[src/rtl/multi_hex_store.sv]
// -----------------------------------------------------------------------------
// multi_hex_store
//
// Multi-channel hex-digit entry store. NUM_CH independent channels each hold
// up to DIGITS hex digits. Shared keypad commands (enter, backspace, clear,
// commit) are edge-detected and steered to one channel by ch_sel. A full
// channel can be committed (locked); a locked channel only responds to clear.
// Channel 0 is the guess and channel 1 the secret in the game; the packed
// outputs feed the compare/score logic and the seven-segment display mux.
//
// Parameters
//   NUM_CH   : number of channels (>= 1)
//   DIGITS   : hex digits per channel (>= 1)
//   CH_SEL_W : width of ch_sel, 2**CH_SEL_W >= NUM_CH
//   WRAP     : 0 = enter on a full channel is ignored,
//              1 = enter on a full channel restarts it with the new digit
//
// Ports
//   clk         : system clock
//   reset       : asynchronous active-low reset
//   hex_in      : digit value from the keypad decoder
//   enter       : debounced level, stores hex_in on its rising edge
//   backspace   : debounced level, removes the last digit on its rising edge
//   clear       : debounced level, empties and unlocks the selected channel
//   commit      : debounced level, locks the selected channel if it is full
//   ch_sel      : target channel for all commands (out-of-range = ignored)
//   digits      : channel c word at [c*DIGITS*4 +: DIGITS*4], first digit
//                 entered sits in the most-significant nibble
//   count       : channel c digit count at [c*CNT_W +: CNT_W]
//   full        : bit c set when channel c holds DIGITS digits
//   locked      : bit c set when channel c is committed
//   commit_done : one-cycle pulse after a successful commit
// -----------------------------------------------------------------------------
module multi_hex_store #(
  parameter  int NUM_CH   = 2,
  parameter  int DIGITS   = 4,
  parameter  int CH_SEL_W = 1,
  parameter  int WRAP     = 0,
  localparam int CNT_W    = $clog2(DIGITS + 1)
) (
  input  logic                         clk,
  input  logic                         reset,
  input  logic [3:0]                   hex_in,
  input  logic                         enter,
  input  logic                         backspace,
  input  logic                         clear,
  input  logic                         commit,
  input  logic [CH_SEL_W-1:0]          ch_sel,
  output logic [NUM_CH*DIGITS*4-1:0]   digits,
  output logic [NUM_CH*CNT_W-1:0]      count,
  output logic [NUM_CH-1:0]            full,
  output logic [NUM_CH-1:0]            locked,
  output logic                         commit_done
);

  localparam logic [CNT_W-1:0] CNT_FULL = CNT_W'(DIGITS);
  localparam logic [CNT_W-1:0] CNT_ONE  = CNT_W'(1);

  // ---------------------------------------------------------------------------
  // Edge detection
  // ---------------------------------------------------------------------------
  // r_armed stays low for the first clock after reset so that a level already
  // high when reset releases only loads the history registers and never acts.
  logic r_enter_d;
  logic r_backspace_d;
  logic r_clear_d;
  logic r_commit_d;
  logic r_armed;

  // NOTE: sequential state uses non-blocking assignments so every flop samples
  // the pre-edge values; blocking here would create order-dependent races.
  always_ff @(posedge clk or negedge reset) begin
    if (!reset) begin
      r_enter_d     <= 1'b0;
      r_backspace_d <= 1'b0;
      r_clear_d     <= 1'b0;
      r_commit_d    <= 1'b0;
      r_armed       <= 1'b0;
    end else begin
      r_enter_d     <= enter;
      r_backspace_d <= backspace;
      r_clear_d     <= clear;
      r_commit_d    <= commit;
      r_armed       <= 1'b1;
    end
  end

  logic w_enter_edge;
  logic w_backspace_edge;
  logic w_clear_edge;
  logic w_commit_edge;

  assign w_enter_edge     = r_armed & enter     & ~r_enter_d;
  assign w_backspace_edge = r_armed & backspace & ~r_backspace_d;
  assign w_clear_edge     = r_armed & clear     & ~r_clear_d;
  assign w_commit_edge    = r_armed & commit    & ~r_commit_d;

  // ---------------------------------------------------------------------------
  // Command arbitration: clear > backspace > enter > commit.
  // The winner is chosen on edges alone, so a higher-priority command that
  // turns out to be a no-op (e.g. backspace on an empty channel) still
  // swallows the lower-priority ones in that cycle.
  // ---------------------------------------------------------------------------
  logic w_sel_valid;
  logic w_do_clear;
  logic w_do_backspace;
  logic w_do_enter;
  logic w_do_commit;

  assign w_sel_valid    = (32'(ch_sel) < 32'(NUM_CH));
  assign w_do_clear     = w_sel_valid & w_clear_edge;
  assign w_do_backspace = w_sel_valid & w_backspace_edge & ~w_clear_edge;
  assign w_do_enter     = w_sel_valid & w_enter_edge & ~w_clear_edge
                          & ~w_backspace_edge;
  assign w_do_commit    = w_sel_valid & w_commit_edge & ~w_clear_edge
                          & ~w_backspace_edge & ~w_enter_edge;

  // Per-channel "this commit succeeded" flags, ORed into the pulse register.
  logic [NUM_CH-1:0] w_commit_vec;

  // ---------------------------------------------------------------------------
  // Channels
  // ---------------------------------------------------------------------------
  for (genvar c = 0; c < NUM_CH; c++) begin : g_ch
    logic [DIGITS*4-1:0] r_word;
    logic [DIGITS*4-1:0] w_word_nxt;
    logic [CNT_W-1:0]    r_cnt;
    logic [CNT_W-1:0]    w_cnt_nxt;
    logic                r_lock;
    logic                w_lock_nxt;
    logic                w_hit;
    logic                w_commit_ok;

    assign w_hit = (ch_sel == CH_SEL_W'(c));

    // NOTE: every signal gets a default before any branch; a path that leaves
    // a combinational output unassigned would infer a latch.
    always_comb begin
      w_word_nxt  = r_word;
      w_cnt_nxt   = r_cnt;
      w_lock_nxt  = r_lock;
      w_commit_ok = 1'b0;

      if (w_hit) begin
        if (w_do_clear) begin
          w_word_nxt = '0;
          w_cnt_nxt  = '0;
          w_lock_nxt = 1'b0;
        end else if (!r_lock) begin
          if (w_do_backspace) begin
            if (r_cnt != '0) begin
              // The vacated nibble is the one last written: index DIGITS-cnt.
              for (int i = 0; i < DIGITS; i++) begin
                if (i == DIGITS - int'(r_cnt)) begin
                  w_word_nxt[i*4 +: 4] = 4'h0;
                end
              end
              w_cnt_nxt = r_cnt - CNT_ONE;
            end
          end else if (w_do_enter) begin
            if (r_cnt < CNT_FULL) begin
              // Digits fill from the top nibble downwards.
              for (int i = 0; i < DIGITS; i++) begin
                if (i == DIGITS - 1 - int'(r_cnt)) begin
                  w_word_nxt[i*4 +: 4] = hex_in;
                end
              end
              w_cnt_nxt = r_cnt + CNT_ONE;
            end else if (WRAP != 0) begin
              w_word_nxt                     = '0;
              w_word_nxt[DIGITS*4-1 -: 4]    = hex_in;
              w_cnt_nxt                      = CNT_ONE;
            end
          end else if (w_do_commit) begin
            if (r_cnt == CNT_FULL) begin
              w_lock_nxt  = 1'b1;
              w_commit_ok = 1'b1;
            end
          end
        end
      end
    end

    // NOTE: the digit words are a handful of flops, not a RAM, so they take
    // the asynchronous reset like the rest of the state.
    always_ff @(posedge clk or negedge reset) begin
      if (!reset) begin
        r_word <= '0;
        r_cnt  <= '0;
        r_lock <= 1'b0;
      end else begin
        r_word <= w_word_nxt;
        r_cnt  <= w_cnt_nxt;
        r_lock <= w_lock_nxt;
      end
    end

    assign digits[c*DIGITS*4 +: DIGITS*4] = r_word;
    assign count[c*CNT_W +: CNT_W]        = r_cnt;
    assign full[c]                        = (r_cnt == CNT_FULL);
    assign locked[c]                      = r_lock;
    assign w_commit_vec[c]                = w_commit_ok;
  end

  // ---------------------------------------------------------------------------
  // Commit pulse: registered, so it appears together with the locked bit.
  // ---------------------------------------------------------------------------
  logic r_commit_done;

  always_ff @(posedge clk or negedge reset) begin
    if (!reset) begin
      r_commit_done <= 1'b0;
    end else begin
      r_commit_done <= |w_commit_vec;
    end
  end

  assign commit_done = r_commit_done;

endmodule

[config.mk]
export PLATFORM = sky130hd
export DESIGN_NAME = multi_hex_store
export DESIGN_NICKNAME = d
export VERILOG_FILES = /design/src/rtl/multi_hex_store.sv
export SDC_FILE = /design/constraint.sdc
export NUM_CORES = 1
export LEC_CHECK = 0
export ABC_AREA = 0
export BUFFER_PORTS_ARGS = -buffer_cell sky130_fd_sc_hd__buf_2
export CORE_AREA = 5 5 74 76
export CTS_BUF_LIST = sky130_fd_sc_hd__clkbuf_4 sky130_fd_sc_hd__clkbuf_8
export DETAILED_ROUTE_END_ITERATION = 7
export DIE_AREA = 0 0 79 81
export GPL_TIMING_DRIVEN = 0
export PLACE_DENSITY = 0.78
export SLEW_MARGIN = 20
export SYNTH_ARGS = -nofsm -noshare
export SYNTH_HDL_FRONTEND = slang
export SYNTH_SLANG_ARGS = --single-unit
[constraint.sdc]
create_clock -name clk -period 1.89 [get_ports clk]
set_clock_uncertainty 0.05 [all_clocks]
set_input_delay 0.189 -clock clk [delete_from_list [all_inputs] [get_ports clk]]
set_output_delay 0.189 -clock clk [all_outputs]
set_load 0.02 [all_outputs]
==> results of run 1 <==
[worst max path at each step]
| stage | from | end | slack [ps] | cells after the start |
|---|---|---|---|---|
| final | g_ch[0].r_cnt[0]$_DFFE_PN0P_ | g_ch[0].r_word[14]$_DFFE_PN0P_ | -60 | 6 |
| after floorplan | g_ch[0].r_cnt[0]$_DFFE_PN0P_ | g_ch[0].r_word[12]$_DFFE_PN0P_ | -60 | 6 |
| after global routing | r_armed$_DFF_PN0_ | g_ch[0].r_cnt[2]$_DFFE_PN0P_ | -140 | 7 |
| after global placement | r_clear_d$_DFF_PN0_ | g_ch[1].r_word[1]$_DFFE_PN0P_ | -190 | 6 |
| after detailed placement | r_clear_d$_DFF_PN0_ | g_ch[1].r_word[0]$_DFFE_PN0P_ | -220 | 6 |
| after CTS | g_ch[0].r_cnt[1]$_DFFE_PN0P_ | g_ch[0].r_word[12]$_DFFE_PN0P_ | -50 | 6 |
[metrics by stage]
step / hold WS, ps / area (µm²) / TNS [ps]
global placement: 257 / 2700 / -1770
finish: 30.5 / 3200 / -323
detailed placement: 260 / 2700 / -2330
global route: 11.0 / 3200 / -1530
floorplan: -157 / 2370 / -312
CTS: 13.0 / 3040 / -253
[power by group through the flow]
stage                     logic, µW  registers, µW  clock network, µW
after floorplan                 948           2170                  0
after global placement         2010           1720                  0
after detailed placement       2050           1730                  0
after CTS                      2410           1650                649
after global routing           2810           1720                707
final                          2610           1660                637
[what timing repair did]
action,in CTS,in global routing
hold endpoints to repair,3,46
setup buffers,18,10
hold buffers,3,1
gates resized for setup,21,21
setup endpoints to repair,30,34
pin swaps,13,8
[registers in the layout, indices dropped and copies added, names as in the netlist]
register / cells
commit_done: 1
g_ch.r_cnt: 6
g_ch.r_lock: 2
g_ch.r_word: 32
r_armed: 1
r_backspace_d: 1
r_clear_d: 1
r_commit_d: 1
r_enter_d: 1
[cell usage in the layout (no fill, tap or decap), drive strengths merged, types with 3 or more instances in the layout]
cell type    Yosys  layout
inv              3       4
buf              3      83
o2bb2ai         20      20
clkbuf           3       6
ha               4       4
o21ai           11      11
dfrtp           46      46
a21oi            5       5
and2             5       5
mux2            12      12
a31oi            3       3
nand2b           3       3
nand3            9       9
nand3b           4       4
dlygate4sd3      0       4
nor2b            4       4
nand2           18      18
o211ai           3       3
nor2             6       6
[critical path: cells and delay by family (launching register included)]
family / cells / cell delay [ps]
AOI/OAI and AO/OA: 2 / 370
adders and majority gates: 1 / 220
DFF: 1 / 440
muxes: 1 / 330
and+or+nand+nor: 2 / 430
[layer usage]
metal	GRT usage [%]	vias up	wire length [µm]
li1	-	906	-
met4	8.08	0	121
met3	4.55	9	343
met1	26.8	984	2670
met2	32.0	73	3180
met5	0	-	0
[cell families after synthesis]
| kind of cell | share of synthesized area [%] |
|---|---|
| XOR/XNOR | 0.764 |
| AO/OA/AOI/OAI | 21.0 |
| buffers and inverters | 2.29 |
| flip-flops | 50.2 |
| AND/OR/NAND/NOR | 15.7 |
| other | 0.164 |
| multiplexers | 5.90 |
| adder cells (fa/ha/maj) | 3.93 |
[final cells by class]
cell class / count / share of cell area, %
multi-input cells: 138 / 41.0
flip-flops and latches: 46 / 36.2
repair buffers: 84 / 16.2
clock buffers: 5 / 2.15
well taps: 54 / 2.11
plain buffers: 4 / 0.939
clock inverters: 3 / 0.783
inverters: 4 / 0.626
==> results.json, run 1 <==
{
  "die_y_um": 81,
  "die_x_um": 79,
  "fin_nets": 300,
  "cts_sinks": 46,
  "path_clk_slew_ps": 90,
  "gp_congestion": 0.861,
  "io_pins": 54,
  "htreeDepth": 2,
  "detail_route.wl_per_cell_um": 18.7,
  "synth.net_count": 211,
  "hold_viol": 0,
  "synth.most_common_cell": "dfrtp_1",
  "ctsRootBufferMaster": "clkbuf_8",
  "ys_seq_area_share_pct": 50.2,
  "multi_input_area_um2": 1310,
  "worstPathCellList": "nor2_4 -> ha_4 -> o211ai_1 -> and4bb_2 -> a31oi_4 -> mux2_4",
  "diodes": 0,
  "clock_latency_ps": 310,
  "drv_slew": 0,
  "cpMaxStageDelayCell": "dfrtp_2",
  "max-vdd-ir-drop_mv": 0.733,
  "crit_path_end_kind": "register",
  "p_sw_share_pct": 42.6,
  "clock_path_buffers": 2,
  "dp_cells": 300,
  "rr_startpoint": "g_ch[0].r_cnt[0]$_DFFE_PN0P_",
  "p_seq_share_pct": 33.9,
  "cts_tree": "done",
  "power.switching_uw": 2090,
  "worstHoldPathType": "in2reg",
  "critPathArrivalTime_ps": 2100,
  "core_um2": 4660,
  "fin_cells": 338,
  "numCtsBuffers": 5,
  "synth_seq_cells": 46,
  "slew_headroom_pct": 61.7,
  "fillCellCount": 344,
  "cp_max_fo": 4,
  "yosys.area.top_type": "dfrtp_1",
  "power_density_nw_per_um2": 1540,
  "register_area_um2": 1160,
  "worstSetupPathType": "reg2reg",
  "drc": 0,
  "max_clock_freq_mhz": 512,
  "finalCritPeriodShare_pct": 103,
  "worst_pin_slew_ps": 575,
  "rows": 25,
  "syn_avg_cell_area_um2": 11.8,
  "drt_iter0_drc": 124,
  "start_kind": "register",
  "power.internal_uw": 2820,
  "p_comb_share_pct": 53.2,
  "initial_core_util_pct": 49.2,
  "status": "finished, violations left",
  "crit_required_ps": 2040,
  "finalSetupViolCount": 10,
  "drv_cap": 0,
  "routed_wl_um": 6310,
  "setup_ws_ps": -63.3,
  "io_buffers": 52,
  "grt_max_degree": 47,
  "syn_area_um2": 2290,
  "yosysTopAreaCellShare_pct": 50.2,
  "via_per_inst": 5.83,
  "power_uw": 4910,
  "fin_crit_ps": 1950,
  "postLayoutCoreUtil_pct": 68.6,
  "ant_nets": 0,
  "die_area_um2": 6400,
  "syn2layout_area_growth_pct": 39.5,
  "postSynth.asyncResetShare_pct": 100,
  "vias": 1972,
  "violations": "setup timing",
  "clockPowerShare_pct": 13.0,
  "hpwl_um": 3840,
  "cpPeakStageDelay_ps": 440,
  "rsz0062_at_grt": "true",
  "ff2ff_setup_slack_ps": -60,
  "hp-start": "clear",
  "grt_pass1_wl_um": 9960,
  "yosysUniqueCellTypes": 54,
  "worst_hold_path.endpoint": "r_clear_d$_DFF_PN0_",
  "grt-ovfl-total": 0,
  "synth_edf_count": 0,
  "leakage_uw": 0.00148,
  "ys_top_cells_by_count": "dfrtp_1 (46), o2bb2ai_1 (20), nand2_1 (17)",
  "globalRouteTotalUtil_pct": 20.1,
  "antenna_found_initial": 0,
  "firstDrtPassIters": 4,
  "r2r-end": "g_ch[0].r_word[14]$_DFFE_PN0P_",
  "grt_pass1_vias": 1956,
  "post-place-ws_ps": -223,
  "drive_above_1_share_pct": 52.1,
  "rr_worst_depth": 6,
  "syn-instance-count": 194,
  "synth_warnings": 0,
  "min_path_cells": 1,
  "synth_top_flop_cell": "dfrtp_1",
  "synth_area_leaders": "dfrtp_1 (50%), o2bb2ai_1 (7.6%), mux2_2 (5.9%), nand2_1 (2.8%), ha_1 (2.2%)"
}
Note: power is estimated with default switching activity, not from simulation.
==> inputs of run 2 (changes only) <==
--- a/config.mk
+++ b/config.mk
@@ -13,6 +13,7 @@
 export DIE_AREA = 0 0 79 81
 export GPL_TIMING_DRIVEN = 0
 export PLACE_DENSITY = 0.78
+export RECOVER_POWER = 50
 export SLEW_MARGIN = 20
 export SYNTH_ARGS = -nofsm -noshare
 export SYNTH_HDL_FRONTEND = slang
==> run 2 against run 1 <==
The flow still finishes with violations (setup timing); utilization decreased by 0.054 points; count of clock-buffer cells in the layout unchanged; routed wire length decreased by 0.36%; worst hold slack improved by 60 ps; clock power about the same; sequential cell count unchanged; via count decreased by 0.56%.
==> results.json, run 2 (synthesis results as in run 1) <==
{
  "top_regs": "g_ch.r_word: 32 flops, g_ch.r_cnt: 6 flops, g_ch.r_lock: 2 flops",
  "dp_cells": 300,
  "io_pins": 54,
  "final_common_cell": "buf_2",
  "status": "finished, violations left",
  "firstDrtPassIters": 5,
  "finalSetupViolCount": 10,
  "die_y_um": 81,
  "cts_tree": "done",
  "start_kind": "register",
  "leakage_uw": 0.00148,
  "fin_crit_ps": 1950,
  "topRoutingLayerUsed": "met4",
  "core_um2": 4660,
  "cp_max_fo": 4,
  "crit_path_end_kind": "register",
  "cpPeakStageDelay_ps": 440,
  "register_area_um2": 1160,
  "drt_iter0_drc": 125,
  "die_x_um": 79,
  "multi_input_area_um2": 1310,
  "setup_ws_ps": -60.9,
  "rows": 25,
  "power_density_nw_per_um2": 1540,
  "syn2layout_area_growth_pct": 39.4,
  "drv_cap": 0,
  "critPathArrivalTime_ps": 2100,
  "ant_nets": 0,
  "fillCellCount": 344,
  "ctsRootBufferMaster": "clkbuf_8",
  "grt_pass1_vias": 1956,
  "cpMaxStageDelayCell": "dfrtp_2",
  "drive_above_1_share_pct": 51.4,
  "worstPathCellList": "nor2_4 -> ha_4 -> o211ai_1 -> and4bb_2 -> a31oi_4 -> mux2_4",
  "violations": "setup timing",
  "initial_core_util_pct": 49.2,
  "antenna_found_initial": 0,
  "grt_max_degree": 47,
  "drv_slew": 0,
  "wl_met3_um": 338,
  "worstHoldPathType": "in2reg",
  "rsz0062_at_grt": "true",
  "final_cell_mix": "buf_2 (49), dfrtp_1 (40), buf_4 (30), o2bb2ai_1 (18), nand2_1 (16)",
  "routed_wl_um": 6280,
  "slew_headroom_pct": 62.0,
  "globalRouteTotalUtil_pct": 20.1,
  "gp_congestion": 0.861,
  "hold_viol": 0,
  "wl_met1_um": 2650,
  "cts_sinks": 46,
  "max-vdd-ir-drop_mv": 0.730,
  "path_clk_slew_ps": 90,
  "grt-ovfl-total": 0,
  "hpwl_um": 3840,
  "grt_pass1_wl_um": 9960,
  "clock_latency_ps": 310,
  "clock_path_buffers": 2,
  "fin_cells": 338,
  "max_clock_freq_mhz": 513,
  "largest_register_ffs": 32,
  "worstSetupPathType": "reg2reg",
  "fin_nets": 300,
  "diodes": 0,
  "die_area_um2": 6400,
  "numCtsBuffers": 5,
  "crit_required_ps": 2040,
  "routed-wl-met2_um": 3160,
  "htreeDepth": 2,
  "drc": 0,
  "largest-register": "g_ch.r_word",
  "via_per_inst": 5.80,
  "io_buffers": 52,
  "detail_route.wl_per_cell_um": 18.6,
  "finalCritPeriodShare_pct": 103,
  "vias": 1961,
  "fin_tns_setup_ps": -314,
  "worst_pin_slew_ps": 570
}
-- run 2: worst paths after layout --
| path | from | to | cells after the start | slack, ps |
|---|---|---|---|---|
| worst max-delay path | g_ch[0].r_cnt[0]$_DFFE_PN0P_ | g_ch[0].r_word[14]$_DFFE_PN0P_ | 6 | -60 |
| worst min-delay path | clear | r_clear_d$_DFF_PN0_ | 1 | 90 |
| worst max register to register | g_ch[0].r_cnt[0]$_DFFE_PN0P_ | g_ch[0].r_word[14]$_DFFE_PN0P_ | 6 | -60 |
| worst min register to register | g_ch[1].r_word[8]$_DFFE_PN0P_ | g_ch[1].r_word[8]$_DFFE_PN0P_ | 1 | 440 |
| max in group asynchronous | reset | g_ch[0].r_cnt[1]$_DFFE_PN0P_ | 2 | 1010 |
| min in group asynchronous | reset | r_armed$_DFF_PN0_ | 2 | 360 |
-- run 2: final cells by class --
class / instances / share of cell area, %
Multi-Input combinational cell: 138 / 41.0
Tap cell: 54 / 2.12
Clock inverter: 3 / 0.783
Timing Repair Buffer: 84 / 16.1
Sequential cell: 46 / 36.3
Inverter: 4 / 0.627
Clock buffer: 5 / 2.15
Buffer: 4 / 0.940
-- run 2: layer usage --
metal	global-route usage [%]	vias to the layer above
met5	0	-
met4	8.08	0
met3	4.55	13
met2	32.0	65
met1	26.8	980
li1	-	903
-- run 2: through the flow --
step           hold slack [ps]  worst slack [ps]  cell area (µm²)  total power (µW)  util (%)
2_1_floorplan             -157             -61.7             2370              3120         -
3_3_place_gp               257              -186             2700              3740      58.0
3_5_place_dp               260              -223             2700              3780      58.0
4_1_cts                   13.0             -54.4             3040              4700      65.3
5_1_grt                   78.5              -142             3190              5230      68.5
6_report                  90.1             -60.9             3190              4910      68.5
-- run 2: critical path: cells and delay by family, from the launching register on --
kind,cells,cell delay (ps)
AOI/OAI and AO/OA,2,370
and+or+nand+nor,2,430
DFF,1,440
adders and majority gates,1,220
muxes,1,330
-- run 2: repair_timing --
action	4_1_cts	5_1_grt
endpoints found under the setup margin	30	34
cloned	0	0
pin swaps	13	8
endpoints found under the hold margin	3	46
setup buffers	18	10
hold buffers	3	1
resized for setup	21	21
-- run 2: power breakdown --
group	switching, µW	internal, µW	leakage (µW)
clock	369	267	0.0000447
sequential	277	1380	0.000585
combinational	1440	1170	0.000846
total	2090	2820	0.00148
==> inputs of run 3 (changes only) <==
==> constraint.sdc (replaced) <==
create_clock -name clk -period 1.89 [get_ports clk]
set_clock_uncertainty 0.05 [all_clocks]
set_input_delay 0.189 -clock clk [delete_from_list [all_inputs] [get_ports clk]]
set_output_delay 0.189 -clock clk [all_outputs]
set_load 0.01 [all_outputs]
==> run 3 against run 2 <==
The run still ends with setup timing left; count of clock-buffer cells in the layout unchanged; combinational power decreased by 17%; final area decreased by 0.20%; maximum frequency decreased by 0.26%; largest cell class unchanged; clock power increased by 19%; die area unchanged; critical path type unchanged; sequential cell count unchanged.
==> results.json, run 3 (synthesis results as in run 1) <==
{
  "max-vdd-ir-drop_mv": 0.707,
  "clock_path_buffers": 2,
  "leakage_uw": 0.00145,
  "finalCritPeriodShare_pct": 103,
  "rr_startpoint": "g_ch[0].r_cnt[0]$_DFFE_PN0P_",
  "gp_congestion": 0.817,
  "io_pins": 54,
  "r2r-end": "g_ch[0].r_word[12]$_DFFE_PN0P_",
  "postLayoutCoreUtil_pct": 68.4,
  "die_x_um": 79,
  "core_um2": 4660,
  "largest_register_ffs": 32,
  "power_density_nw_per_um2": 1440,
  "crit_path_end_kind": "register",
  "cp_max_fo": 4,
  "rows": 25,
  "hp-start": "clear",
  "worstSetupPathType": "reg2reg",
  "drc": 0,
  "ant_nets": 0,
  "min_path_cells": 1,
  "initial_core_util_pct": 49.2,
  "start_kind": "register",
  "hold_slack_ps": 71.1,
  "violations": "setup timing",
  "grt_pass1_wl_um": 9850,
  "drv_cap": 0,
  "fin_crit_ps": 1960,
  "grt_max_degree": 47,
  "fillCellCount": 353,
  "grt_pass1_vias": 2016,
  "fin_tns_setup_ps": -330,
  "max_clock_freq_mhz": 511,
  "grt-ovfl-total": 0,
  "cts_sinks": 46,
  "drv_slew": 0,
  "final_cell_mix": "buf_2 (48), dfrtp_1 (40), buf_4 (29), o2bb2ai_1 (18), nand2_1 (16)",
  "finalSetupViolCount": 9,
  "diodes": 0,
  "final_common_cell": "buf_2",
  "detail_route.wl_per_cell_um": 17.6,
  "dp_cells": 300,
  "worst_hold_path.endpoint": "r_clear_d$_DFF_PN0_",
  "hpwl_um": 3990,
  "largest-register": "g_ch.r_word",
  "ff2ff_setup_slack_ps": -70,
  "register_area_um2": 1160,
  "fin_cells": 337,
  "worst_pin_slew_ps": 569,
  "die_y_um": 81,
  "path_clk_slew_ps": 90,
  "rsz0062_at_grt": "true",
  "die_area_um2": 6400,
  "slew_headroom_pct": 62.0,
  "numCtsBuffers": 5,
  "htreeDepth": 2,
  "critPathArrivalTime_ps": 2090,
  "drive_above_1_share_pct": 50.9,
  "via_per_inst": 5.73,
  "crit_required_ps": 2030,
  "antenna_found_initial": 0,
  "routed_wl_um": 5940,
  "status": "finished, violations left",
  "vias": 1931,
  "rr_worst_depth": 6,
  "top_regs": "g_ch.r_word: 32 flops, g_ch.r_cnt: 6 flops, g_ch.r_lock: 2 flops",
  "worstHoldPathType": "in2reg",
  "drt_iter0_drc": 89,
  "cts_tree": "done",
  "globalRouteTotalUtil_pct": 19.6,
  "fin_nets": 299,
  "firstDrtPassIters": 4,
  "io_buffers": 52,
  "setup_ws_ps": -66.0,
  "clock_latency_ps": 310,
  "ctsRootBufferMaster": "clkbuf_8",
  "hold_viol": 0,
  "multi_input_area_um2": 1300,
  "syn2layout_area_growth_pct": 39.1,
  "power_uw": 4600
}
run 3: changes by cell type in the layout (fill, tap and decap cells not counted), sizes merged:
cell	previous run	this run
clkbuf	8	10
bufinv	0	1
clkinvlp	1	0
buf	81	78
run 3: metal layers:
| layer | vias up | wire length [µm] | part of all wire [%] | track usage [%] |
|---|---|---|---|---|
| met2 | 54 | 3020 | 51 | 33.2 |
| met3 | 16 | 264 | 4.4 | 4.88 |
| li1 | 909 | - | - | - |
| met5 | - | 0 | 0 | 0 |
| met1 | 952 | 2520 | 42 | 23.9 |
| met4 | 0 | 142 | 2.4 | 8.42 |
run 3: repair_timing:
action / 4_1_cts / 5_1_grt
endpoints found under the setup margin: 30 / 35
hold buffers: 3 / 1
gates resized for setup: 20 / 15
hold endpoints to repair: 3 / 46
pin swaps: 10 / 13
buffers inserted: 12 / 15
run 3: stage by stage:
stage	setup WS, ps	area (µm²)
3_5_place_dp	-208	2730
4_1_cts	-66.9	3000
3_3_place_gp	-197	2730
2_1_floorplan	-26.9	2400
5_1_grt	-131	3190
6_report	-66.0	3190
run 3: cell type report:
class	count	area share [%]
inverters	4	0.628
clock buffers	5	2.16
repair buffers	83	15.6
well taps	54	2.12
clock inverters	3	1.37
multi-input cells	138	40.8
plain buffers	4	0.942
flip-flops and latches	46	36.3
run 3: worst max-delay path by stage:
stage                                 startpoint                        endpoint  slack [ps]
finish              g_ch[0].r_cnt[0]$_DFFE_PN0P_  g_ch[0].r_word[12]$_DFFE_PN0P_         -70
global route                   r_armed$_DFF_PN0_   g_ch[1].r_word[3]$_DFFE_PN0P_        -130
CTS                 g_ch[0].r_cnt[1]$_DFFE_PN0P_  g_ch[0].r_word[12]$_DFFE_PN0P_         -70
detailed placement           r_clear_d$_DFF_PN0_   g_ch[1].r_word[3]$_DFFE_PN0P_        -210
global placement             r_clear_d$_DFF_PN0_   g_ch[1].r_word[0]$_DFFE_PN0P_        -200
floorplan           g_ch[0].r_cnt[0]$_DFFE_PN0P_  g_ch[0].r_word[12]$_DFFE_PN0P_         -30
run 3: critical path, cell delays in order (launching register included):
cell and delay [ps]:
dfrtp_2 440, nor2_4 160, ha_4 210, o211ai_1 110, and4bb_2 280, a31oi_4 250
mux2_4 330
run 3: where the power goes:
| group | leakage [µW] | internal (µW) | switching (µW) |
|---|---|---|---|
| Sequential | 0.000585 | 1380 | 299 |
| Clock | 0.0000585 | 397 | 358 |
| Combinational | 0.000811 | 1110 | 1050 |
